`config.mk`:
```
export PLATFORM = sky130hd
export DESIGN_NAME = ex_muldiv
export DESIGN_NICKNAME = d
export VERILOG_FILES = /design/src/rtl/ex_muldiv.sv
export SDC_FILE = /design/constraint.sdc
export NUM_CORES = 1
export LEC_CHECK = 0
export ABC_AREA = 0
export CORE_MARGIN = 2
export CORE_UTILIZATION = 50
export CTS_CLUSTER_SIZE = 16
export DETAILED_ROUTE_END_ITERATION = 16
export GPL_TIMING_DRIVEN = 0
export HOLD_SLACK_MARGIN = 0.15
export MAX_ROUTING_LAYER = met4
export PLACE_DENSITY_LB_ADDON = 0.1
export SLEW_MARGIN = 10
export SYNTH_ARGS = -nofsm -noshare
export SYNTH_HDL_FRONTEND = slang
export SYNTH_SLANG_ARGS = --single-unit
```
`constraint.sdc`:
```
create_clock -name clk -period 3.6 [get_ports clk]
set_clock_uncertainty 0.05 [all_clocks]
set_input_delay 1.08 -clock clk [delete_from_list [all_inputs] [get_ports clk]]
set_output_delay 1.08 -clock clk [all_outputs]
set_load 0.01 [all_outputs]
```
`src/rtl/ex_muldiv.sv`:
```
// -----------------------------------------------------------------------------
// ex_muldiv -- iterative multiply/divide execution unit (RV32M/RV64M funct3 set)
//
// Accepts one request at a time. The multiply path is a radix-2 shift-add
// engine and the divide path is radix-2 restoring division. Both work on
// operand magnitudes and correct the sign of the result as CALC exits.
// Divide by zero and signed overflow bypass CALC and complete right away.
//
// Build option:
//   MULDIV_DIV_EN  defined   -> divide path built in, illegal tied low
//                  undefined -> no divider; ops 4..7 complete immediately
//                               with result 0 and illegal high
//
// Parameters:
//   XLEN   operand/result width (8..64, even)
//   TAG_W  destination-register tag width
//
// Ports:
//   clk, rst_n            rising-edge clock, asynchronous active-low reset
//   in_valid / in_ready   request handshake
//   op                    funct3: 0 MUL 1 MULH 2 MULHSU 3 MULHU
//                                 4 DIV 5 DIVU 6 REM 7 REMU
//   rs1_data, rs2_data    operands A and B
//   rd_in / rd_out        destination tag in / tag of the completed op
//   flush                 kill the in-flight op (wins over everything)
//   out_valid / out_ready result handshake
//   result                op result (zero while out_valid is low)
//   illegal               op not supported in this build (with out_valid)
//   PL_stall              high whenever the unit is not idle
// -----------------------------------------------------------------------------
module ex_muldiv #(
    parameter int XLEN  = 32,
    parameter int TAG_W = 5
) (
    input  logic             clk,
    input  logic             rst_n,
    input  logic             in_valid,
    output logic             in_ready,
    input  logic [2:0]       op,
    input  logic [XLEN-1:0]  rs1_data,
    input  logic [XLEN-1:0]  rs2_data,
    input  logic [TAG_W-1:0] rd_in,
    output logic [TAG_W-1:0] rd_out,
    input  logic             flush,
    output logic             out_valid,
    input  logic             out_ready,
    output logic [XLEN-1:0]  result,
    output logic             illegal,
    output logic             PL_stall
);

    localparam logic [1:0] ST_IDLE = 2'd0;
    localparam logic [1:0] ST_CALC = 2'd1;
    localparam logic [1:0] ST_DONE = 2'd2;

    localparam int            CW       = $clog2(XLEN + 1);
    // Counter values 0..XLEN-1 are iteration cycles; XLEN is the sign-fix cycle.
    localparam logic [CW-1:0] CNT_LAST = CW'(XLEN);

    logic [1:0]        state_q, state_d;
    logic [CW-1:0]     cnt_q, cnt_d;
    logic [2:0]        op_q, op_d;
    logic [TAG_W-1:0]  rd_q, rd_d;
    logic [XLEN-1:0]   opnd_q, opnd_d;     // multiplicand or divisor magnitude
    logic [2*XLEN-1:0] prod_q, prod_d;     // {hi, lo}: product or {remainder, quotient}
    logic              neg_q, neg_d;       // final result must be negated
    logic [XLEN-1:0]   res_q, res_d;

    // ---------------------------------------------------------------- decode
    logic            accept;
    logic            a_signed, b_signed, sa, sb, acc_neg;
    logic [XLEN-1:0] mag_a, mag_b;

    assign accept   = in_valid && in_ready;
    // MUL is treated as signed x signed; the low half is the same either way.
    assign a_signed = (!op[2] && (op[1:0] != 2'b11)) || (op[2] && !op[0]);
    assign b_signed = (!op[2] && !op[1]) || (op[2] && !op[0]);
    assign sa       = a_signed && rs1_data[XLEN-1];
    assign sb       = b_signed && rs2_data[XLEN-1];
    assign mag_a    = sa ? (~rs1_data + 1'b1) : rs1_data;
    assign mag_b    = sb ? (~rs2_data + 1'b1) : rs2_data;
    // Remainder takes the dividend's sign; everything else takes the xor.
    assign acc_neg  = (op[2] && op[1]) ? sa : (sa ^ sb);

    // -------------------------------------------------------- multiply step
    logic [XLEN:0]     mul_sum;
    logic [2*XLEN-1:0] mul_step, mul_full;
    logic [XLEN-1:0]   mul_res;

    assign mul_sum  = {1'b0, prod_q[2*XLEN-1:XLEN]} + {1'b0, opnd_q};
    // Multiplier sits in the low half and is consumed LSB first.
    assign mul_step = prod_q[0] ? {mul_sum, prod_q[XLEN-1:1]}
                                : {1'b0, prod_q[2*XLEN-1:1]};
    assign mul_full = neg_q ? (~prod_q + 1'b1) : prod_q;
    assign mul_res  = (op_q[1:0] == 2'b00) ? mul_full[XLEN-1:0]
                                           : mul_full[2*XLEN-1:XLEN];

    logic [XLEN-1:0] fix_res;

`ifdef MULDIV_DIV_EN
    // --------------------------------------------------------- divide step
    localparam logic [XLEN-1:0] MIN_NEG = {1'b1, {(XLEN-1){1'b0}}};

    logic [XLEN:0]     div_sh, div_diff;
    logic              div_ge;
    logic [2*XLEN-1:0] div_step;
    logic [XLEN-1:0]   div_val, div_res;

    // Partial remainder needs one extra bit: after the shift it can reach 2*B-1.
    assign div_sh   = {prod_q[2*XLEN-1:XLEN], prod_q[XLEN-1]};
    assign div_diff = div_sh - {1'b0, opnd_q};
    assign div_ge   = div_sh >= {1'b0, opnd_q};
    assign div_step = div_ge ? {div_diff[XLEN-1:0], prod_q[XLEN-2:0], 1'b1}
                             : {div_sh[XLEN-1:0],   prod_q[XLEN-2:0], 1'b0};
    assign div_val  = op_q[1] ? prod_q[2*XLEN-1:XLEN] : prod_q[XLEN-1:0];
    assign div_res  = neg_q ? (~div_val + 1'b1) : div_val;
    assign fix_res  = op_q[2] ? div_res : mul_res;
`else
    logic illegal_q, illegal_d;
    assign fix_res  = mul_res;
`endif

    // ------------------------------------------------------- next state
    always_comb begin
        state_d = state_q;
        cnt_d   = cnt_q;
        op_d    = op_q;
        rd_d    = rd_q;
        opnd_d  = opnd_q;
        prod_d  = prod_q;
        neg_d   = neg_q;
        res_d   = res_q;
`ifndef MULDIV_DIV_EN
        illegal_d = illegal_q;
`endif
        case (state_q)
            ST_IDLE: begin
                if (accept) begin
                    op_d  = op;
                    rd_d  = rd_in;
                    cnt_d = '0;
                    neg_d = acc_neg;
                    res_d = '0;
`ifndef MULDIV_DIV_EN
                    illegal_d = 1'b0;
`endif
                    if (!op[2]) begin
                        opnd_d  = mag_a;
                        prod_d  = {{XLEN{1'b0}}, mag_b};
                        state_d = ST_CALC;
                    end else begin
`ifdef MULDIV_DIV_EN
                        if (rs2_data == '0) begin
                            // Divide by zero: quotient all ones, remainder = dividend.
                            res_d   = op[1] ? rs1_data : '1;
                            state_d = ST_DONE;
                        end else if (!op[0] && (rs1_data == MIN_NEG) && (rs2_data == '1)) begin
                            // Signed overflow: quotient = dividend, remainder 0.
                            res_d   = op[1] ? '0 : rs1_data;
                            state_d = ST_DONE;
                        end else begin
                            opnd_d  = mag_b;
                            prod_d  = {{XLEN{1'b0}}, mag_a};
                            state_d = ST_CALC;
                        end
`else
                        illegal_d = 1'b1;
                        state_d   = ST_DONE;
`endif
                    end
                end
            end
            ST_CALC: begin
                if (cnt_q == CNT_LAST) begin
                    res_d   = fix_res;
                    state_d = ST_DONE;
                end else begin
`ifdef MULDIV_DIV_EN
                    prod_d = op_q[2] ? div_step : mul_step;
`else
                    prod_d = mul_step;
`endif
                    cnt_d  = cnt_q + 1'b1;
                end
            end
            ST_DONE: begin
                if (out_ready) begin
                    state_d = ST_IDLE;
                end
            end
            default: state_d = ST_IDLE;
        endcase
        // Flush overrides accept and handshake alike.
        if (flush) begin
            state_d = ST_IDLE;
            res_d   = '0;
        end
    end

    // ---------------------------------------------------------- registers
    always_ff @(posedge clk or negedge rst_n) begin
        if (!rst_n) begin
            state_q <= ST_IDLE;
            cnt_q   <= '0;
            op_q    <= '0;
            rd_q    <= '0;
            opnd_q  <= '0;
            prod_q  <= '0;
            neg_q   <= 1'b0;
            res_q   <= '0;
`ifndef MULDIV_DIV_EN
            illegal_q <= 1'b0;
`endif
        end else begin
            state_q <= state_d;
            cnt_q   <= cnt_d;
            op_q    <= op_d;
            rd_q    <= rd_d;
            opnd_q  <= opnd_d;
            prod_q  <= prod_d;
            neg_q   <= neg_d;
            res_q   <= res_d;
`ifndef MULDIV_DIV_EN
            illegal_q <= illegal_d;
`endif
        end
    end

    // ------------------------------------------------------------ outputs
    assign in_ready  = (state_q == ST_IDLE) && !flush;
    assign out_valid = (state_q == ST_DONE);
    assign PL_stall  = (state_q != ST_IDLE);
    assign result    = out_valid ? res_q : '0;
    assign rd_out    = out_valid ? rd_q : '0;
`ifdef MULDIV_DIV_EN
    assign illegal   = 1'b0;
`else
    assign illegal   = out_valid && illegal_q;
`endif

endmodule

```
==> results by stage, run 1 <==
Run status:
- The flow ran to the end, and the final reports show no timing, DRC or antenna violations.

Finish:
- Of the cells placed in the final design, the portion with a size suffix greater than 1 is approximately 7.5%.
- The library cells used most frequently in the layout, excluding fill and tap cells, are nand2_1 (192), o21ai_0 (156), dfrtp_1 (142), clkdlybuf4s50_1 (112), a21oi_1 (103).
- Fill cells in the final layout number between 1500 and 2000.
- The area growth from synthesis to layout is 21.92%.
- The area of all placed cells without fillers is 12920 um^2.
- The library cell used most frequently in the layout, excluding fill and tap cells, is nand2_1.
- The multi-input logic area is 6748 um^2.
- The area used by sequential logic in the layout is 3632 um^2.
- The final layout contains roughly 1600 nets.

Run:
- Max-cap violations in this run came to 0.

Timing:
- The number of max-slew violations in the final report came to 0.
- The ratio of final minimum period to clock period is 96.52%.
- The maximum clock frequency is approximately 290 MHz.
- The transition time at the pin with the least slew margin is 949.0 ps.
- The worst hold slack is 424.5 ps.
- Headroom to the max-slew limit came out at between 30% and 40%.
- The number of hold violations in the final report was 0.
- Subtracting the final worst setup slack from the clock period gives between 3000 and 4000 ps.
- The count of endpoints failing setup in the final report is 0.

Worst setup path:
- The critical path starts at flush.
- The critical path is of the in -> out type.
- At the worst endpoint, the arrival time is between 2000 and 2500 ps.
- The worst register-to-register path begins at prod_q[51]$_DFFE_PN0P_.
- The worst setup path is captured at an output pin.
- The required time at the worst-slack endpoint is roughly 2500 ps.
- STA classifies the critical path startpoint as an input pin.
- In this run the worst path has a maximum fanout of 5.

Detailed routing:
- The number of remaining DRC errors is 0.
- For this block, the initial DRC count from the detailed router was between 600 and 700.
- The final route contains roughly 10000 vias.
- The average wire length per cell after detail routing is approximately 18 um.
- The via density per instance is 5.799.
- The count of TritonRoute iterations in the first routing pass is 5.
- The sum of routed wire length over all layers is between 30000 and 40000 um.
- The remaining antenna violation count is 0.

GRT:
- Across every metal layer, demand over resource in global routing totals 29.80%.
- The met2 capacity usage during global routing is 46.17%.
- The most heavily used metal layer in global routing is met2.
- The global-route wire length before repair is roughly 51000 um.
- The number of antenna violations at the first check in global routing was 1.
- The global-route met1 utilization is slightly above 40%.
- The number of global-route vias before repair is between 9000 and 10000.
- The global-route congestion overflow total is 0.
- The pin count of the biggest net entering global routing is 77.
- Global routing used 5.518% of the available met3 tracks.

Yosys:
- During synthesis, Yosys emitted a total of 0 warnings.
- The number of enable flip-flop cells after synthesis is 0.
- The parity-gate share of the synthesized area counting xor and xnor cells is 12.07%.
- The share of the synthesized area in compound gates (AO/OA/AOI/OAI) is between 20% and 30%.
- After technology mapping, the gate count stands at between 1000 and 1500.
- Of the total synthesized cell area, the portion taken by full adders, half adders and majority gates is roughly 4.6%.
- The mux contribution to synthesized area is under 10%.
- The synthesized design devotes to its leading area cell type 34.25% of total area.
- The share of synthesized cell area in and, or, nand and nor gates is ~20%.
- After synthesis, the largest family of logic cells by area is compound AO/OA/AOI/OAI gates.
- The synthesized netlist net count is 1421.
- Averaged over all synthesized cells, the footprint is a little over 8 um^2.
- The post-synthesis register bit count is roughly 150.
- Counting distinct cell types in the post-synthesis netlist gives 58.
- Among all flip-flop cells after synthesis, the most frequent one is dfrtp_1.
- Sorting the synthesized cells by area gives the leading types as dfrtp_1 (34%), o21ai_0 (7.6%), nand2_1 (6.9%).
- The fraction of registers with async set/reset is 100.0%.
- The cell type with the largest total area after synthesis is dfrtp_1.
- The post-synthesis cell area is 10590 um^2.
- Summing the sequential cell areas from Yosys gives 34.25% of the chip area.

Clocking:
- The maximum count of clock buffers along a single path is 2.
- The H-tree generated during clock tree synthesis spans 4 levels.
- The later pin in the worst-skew pair is clocked with a latency of 430 ps.
- The clock transition time at the flip-flop clock pins of the worst setup and hold paths is roughly 70 ps.
- TritonCTS built the clock tree.
- The total clock buffers created by CTS is 17.
- Clock tree synthesis found a total of between 100 and 150 sinks.
- The clock tree root driver cell is clkbuf_16.

Placed design:
- The number of port buffers is 117.
- The HPWL after detailed placement is 24630 um.
- The routability congestion estimate from global placement is ~0.93.
- Summing all placed instances gives a cell area of approximately 12000 um^2.

Power and ir drop:
- In this run the power density over the cells is roughly 670 nW/um^2.
- The static leakage is between 0.005 and 0.006 uW.
- The maximum VDD drop is 0.3515 mV.

Floorplanning:
- In this run the core area contains 53 standard-cell rows.
- The die is around 150 um tall.
- The effective utilization at floorplan is approximately 51%.
- The area of the die is around 22000 um^2.
- The die outline width is 149.6 um.
- The I/O pin count is about 120.
- The core region is 20890 um^2.

Hold path:
- The worst hold path begins at rd_q[1]$_DFFE_PN0P_.
- The class of the worst hold path is reg -> reg.
## power by group
part | internal [uW] | total (uW) | switching [uW]
sequential | 2100 | 2860 | 762
clock | 964 | 1710 | 742
combinational | 1670 | 4030 | 2360
total | 4730 | 8590 | 3870
## per-stage QoR
stage	utilization (%)	instances	TNS (ps)	total power [uW]	setup slack (ps)
floorplan	-	1306	0	5507	27.62
detailed placement	58.16	1699	-30580	6761	-824.8
finish	61.83	1739	0	8594	125.4
global route	61.82	1738	-5.685	9229	-5.685
global placement	58.00	1698	-670180	6706	-4453
CTS	61.29	1736	0	8499	34.35
## critical path: stages
cell and delay [ps]:
clkdlybuf4s50_1 500, nor2_1 200, clkdlybuf4s50_1 560
## registers in the layout, indices dropped and copies added, names as in the netlist
name,flops
cnt_q,6
illegal_q,1
neg_q,1
op_q,2
opnd_q,32
prod_q,64
rd_q,5
res_q,32
state_q,2
## final timing paths
kind / end / slack [ps] / cells after the start
worst max-delay path: in_ready / 130 / 3
worst min-delay path: rd_q[1]$_DFFE_PN0P_ / 420 / 2
worst max register to register: res_q[31]$_DFFE_PN0P_ / 140 / 9
worst min register to register: rd_q[1]$_DFFE_PN0P_ / 420 / 2
max in group asynchronous: prod_q[49]$_DFFE_PN0P_ / 2150 / 2
min in group asynchronous: prod_q[30]$_DFFE_PN0P_ / 570 / 1
## layer usage
| metal | wire length (um) | part of all wire (%) |
|---|---|---|
| met1 | 14550 | 46 |
| met2 | 14600 | 46 |
| met3 | 1913 | 6.1 |
| met4 | 537 | 1.7 |
| met5 | 0 | 0 |
## cell families after synthesis
group,Yosys count
muxes,14
xor gates and xnor gates,146
buffers and inverters,94
DFF,145
AOI/OAI and AO/OA,411
and+or+nand+nor,458
adders and majority gates,38
## area by class of cell
class,count,area share [%]
Antenna cell,1,0.01937
Buffer,69,2.160
Clock buffer,19,3.352
Clock inverter,13,1.007
Inverter,23,0.7072
Multi-Input combinational cell,1067,52.24
Sequential cell,145,28.12
Tap cell,275,2.664
Timing Repair Buffer,127,9.726
## cells in the mapped netlist (all sizes together), types with 8 or more instances
cell type,number
buf,8
dfrtp,145
a21oi,104
o31ai,33
xnor2,63
a21o,15
nor3,17
o21a,8
nand3,13
nand2b,10
a31oi,10
mux2i,14
nor2b,11
a22o,19
nand2,194
o221ai,14
or3,25
or4,14
a32oi,8
inv,22
clkbuf,63
nor2,91
o41ai,9
o21ai,167
xor2,83
nor4,11
or2,12
and2,43
ha,37
## timing repair
action,CTS,global route
endpoints found under the setup margin,62,77
pin swaps,6,7
gates resized for setup,32,28
hold buffers,0,0
buffers inserted,6,3
Note: power is estimated with default switching activity, not from simulation.
==> run 2: changes to the inputs <==
- CORE_MARGIN: 2 -> 4
==> run 2 against run 1 <==
Effect of this change:
- via count increased by 3.1%
- first-iteration DRC count increased by 25%
- routed wire length increased by 3.8%
- non-clock buffer count unchanged
- die area increased by 5.4%
- flip-flop and latch count unchanged
- clock power increased by 2%
- combinational power increased by 1%
- hold slack improved by 1.3 ps
==> results by stage, run 2 (same netlist as run 1, synthesis figures left out) <==
Run status:
- The flow ran to the end, and the final reports show no timing, DRC or antenna violations.

Finish:
- The register with the most flip-flops in the layout has 64 of them.
- More flip-flops sit in one register than any other, and that register is prod_q.
- Leaving out fill and tap cells, the most frequent cell in the layout is nand2_1.
- After filler insertion, the fill cell instance count of the layout stands at ~1900.
- The repair_antennas step left the layout with diodes totalling 0.
- The final layout contains between 1500 and 2000 nets.
- The share of layout cells above drive strength 1 is ~7.2%.
- The top cell types in the final layout, fill and taps aside, are nand2_1 (193), o21ai_0 (157), dfrtp_1 (145), clkdlybuf4s50_1 (111), a21oi_1 (102).
- The utilization after layout is a little over three fifths.
- Relative to the synthesized area, the layout overhead comes to 22.17%.
- In the final layout, the registers with the most flip-flops are prod_q: 64 flops, opnd_q: 32 flops, res_q: 32 flops.

Power and ir drop:
- The share of power burned in combinational logic is approximately 47%.
- The ratio of total power to cell area is ~670 nW/um^2.
- The part of the total power dissipated in sequential elements is approximately 33%.
- The part of the power in the clock network is between 20% and 30%.
- Internal power comes to around 4800 uW.
- The analysis attributes to cell leakage a power of about 0.0054 uW.
- For this design the total switching power over the nets is between 3000 and 4000 uW.
- VDD sags by at most 0.3816 mV.
- The switching fraction of total power is between 40 and 50%.

Clocking:
- The total clock buffers created by CTS is 17.
- The clock tree root driver cell is clkbuf_16.
- The later-pin clock latency in the skew report is about 440 ps.
- The clock transition time at the flip-flop clock pins of the worst setup and hold paths is roughly 70 ps.
- The clock passes through at most 2 buffers.
- The total number of clock tree sinks is about 150.
- The number of H-tree levels is 4.
- TritonCTS built the clock tree.
- The number of hold-repair buffers added at the cts stage is 0.

Floorplanning:
- The area of the die is 23580 um^2.
- roughly 120 I/O pins were placed.
- In this run the core area contains 52 standard-cell rows.
- The floorplan step set the die height to roughly 150 um.
- In this run the standard cell core region covers just over 20000 um^2.
- In this run the horizontal extent of the chip is approximately 150 um.
- The effective utilization at floorplan is slightly above 50%.

GRT:
- The number of global-route vias before repair was a little under 10000.
- The global-route congestion overflow total is 0.
- The number of antenna violations at the first check in global routing came to 1.
- The global router's overall resource usage is 27.96%.
- The pin count of the biggest net entering global routing is 78.
- The first global-routing pass estimated slightly above 50000 um of wire.

Timing:
- The ratio of final minimum period to clock period is between 90% and 100%.
- The count of endpoints failing setup in the final report is 0.
- Counting I/O delays and the setup requirement, the final critical path takes about 3500 ps.
- The transition time at the pin with the least slew margin is roughly 1000 ps.
- The maximum clock frequency is ~280 MHz.
- The number of max-slew violations in the final report is 0.
- The number of hold violations in the final report is 0.
- Headroom to the max-slew limit came out at roughly 32%.
- Setup repair after global routing could not meet its margin everywhere.
- The worst path setup slack after routing is ~85 ps.

Worst setup path:
- The data arrival at the endpoint of the critical path is 3790 ps.
- The startpoint kind of the worst setup timing path is a flip-flop.
- For the worst setup path, the data required time is slightly below 4000 ps.
- The master of the slowest instance on the critical path is or4_4.
- The critical path is of the reg -> reg type.
- The highest cell delay on the worst timing path is 520 ps.
- In this run the worst path has a maximum fanout of 10.
- The worst reg-to-reg path cell count is 14.
- The element type at the critical path end is a flip-flop.
- The signal on the critical path passes through clkbuf_4 > inv_6 > buf_6 > ha_2 > nor3b_1 > nand3b_1 > or4_4 > or2_1 > nor2_1 > nand2_1 > o21ai_1 > xor2_1 > o21ai_0 > a22o_1.

Placed design:
- Once detailed placement completed, the half-perimeter wirelength came to about 25000 um.
- Timing analysis after detailed placement gives a worst setup slack of -953.6 ps.
- At the end of routability-driven placement, the weighted congestion stood at 0.9476.
- The number of port buffers is roughly 120.

Detailed routing:
- The via density per instance is between 6 and 7.
- The routed layout has roughly 10000 vias.
- After detailed routing, the average wire length per cell comes to 18.93 um.
- The final layout contains routed wiring with a total length of roughly 33000 um.
- After the first detailed-routing iteration, the DRC count stood at slightly below 900.
- The count of TritonRoute iterations in the first routing pass is 5.
- The count of nets left with antenna violations once routing finished came out at 0.
- After detailed routing, the number of remaining DRC violations is 0.

Run:
- The max-capacitance violation count is 0.

Hold path:
- In this run the worst hold path is classified as reg -> reg.
- The worst hold path was traced through 2 stages.
run 2: cell count changes in the layout (fill, tap and decap cells not counted), moves of 2 or more:
cell	previous run	this run
buf_6	1	4
clkbuf_1	60	57
dfrtp_1	142	145
dfrtp_2	3	0
clkbuf_2	1	3
nor3_1	12	14
nor3_2	3	1
nor4_4	2	4
run 2: power by group through the flow:
stage	clock [uW]	combinational, uW	sequential (uW)
5_1_grt	1820	4540	2880
3_5_place_dp	0	3930	2810
2_1_floorplan	0	2950	2560
3_3_place_gp	0	3840	2810
4_1_cts	1760	3990	2790
6_report	1750	4080	2810
run 2: area by class of cell:
| type | instances | area [um^2] | share of cell area, % |
|---|---|---|---|
| multi-input combinational | 1067 | 6763 | 52.25 |
| sequential | 145 | 3628 | 28.04 |
| timing repair buffer | 127 | 1266 | 9.783 |
| clock buffer | 19 | 442.9 | 3.422 |
| tap | 270 | 337.8 | 2.610 |
| buffer | 69 | 285.3 | 2.204 |
| clock inverter | 13 | 127.6 | 0.9861 |
| inverter | 23 | 91.34 | 0.7057 |
run 2: layer usage:
layer	vias to the layer above	track usage, %	part of all wire, %
li1	4942	-	-
met1	5036	40.76	46
met2	386	40.92	44
met3	37	4.103	7.6
met4	0	7.485	1.8
met5	-	-	0
run 2: final timing paths:
path | slack (ps) | start | end
worst max-delay path | 90 | prod_q[0]$_DFFE_PN0P_ | res_q[22]$_DFFE_PN0P_
worst min-delay path | 430 | rd_q[0]$_DFFE_PN0P_ | rd_q[0]$_DFFE_PN0P_
worst max register to register | 90 | prod_q[0]$_DFFE_PN0P_ | res_q[22]$_DFFE_PN0P_
worst min register to register | 430 | rd_q[0]$_DFFE_PN0P_ | rd_q[0]$_DFFE_PN0P_
max in group asynchronous | 2180 | rst_n | opnd_q[6]$_DFFE_PN0P_
min in group asynchronous | 530 | rst_n | prod_q[24]$_DFFE_PN0P_
run 2: per-stage QoR:
step	cell area, um^2	TNS [ps]	cells	total power, uW	hold WS, ps
final	12940	0	1733	8641	425.8
after global routing	12940	-151.6	1733	9243	451.7
after global placement	12110	-692330	1693	6650	402.2
after floorplan	10600	0	1306	5507	387.4
after detailed placement	12140	-42380	1694	6748	409.3
after CTS	12830	-66.71	1732	8541	432.5
run 2: what timing repair did:
item	4_1_cts	5_1_grt
setup endpoints to repair	71	61
pin swaps	7	4
setup buffers	7	2
gates cloned	0	0
resized for setup	39	28
run 2: worst max-delay path: cells and delay by family, from the launching register on:
family / cells / cell delay, ps
xor+xnor: 1 / 140
simple gates: 6 / 1520
flops: 1 / 360
buf+inv: 3 / 570
fa+ha+maj: 1 / 220
compound gates: 3 / 520
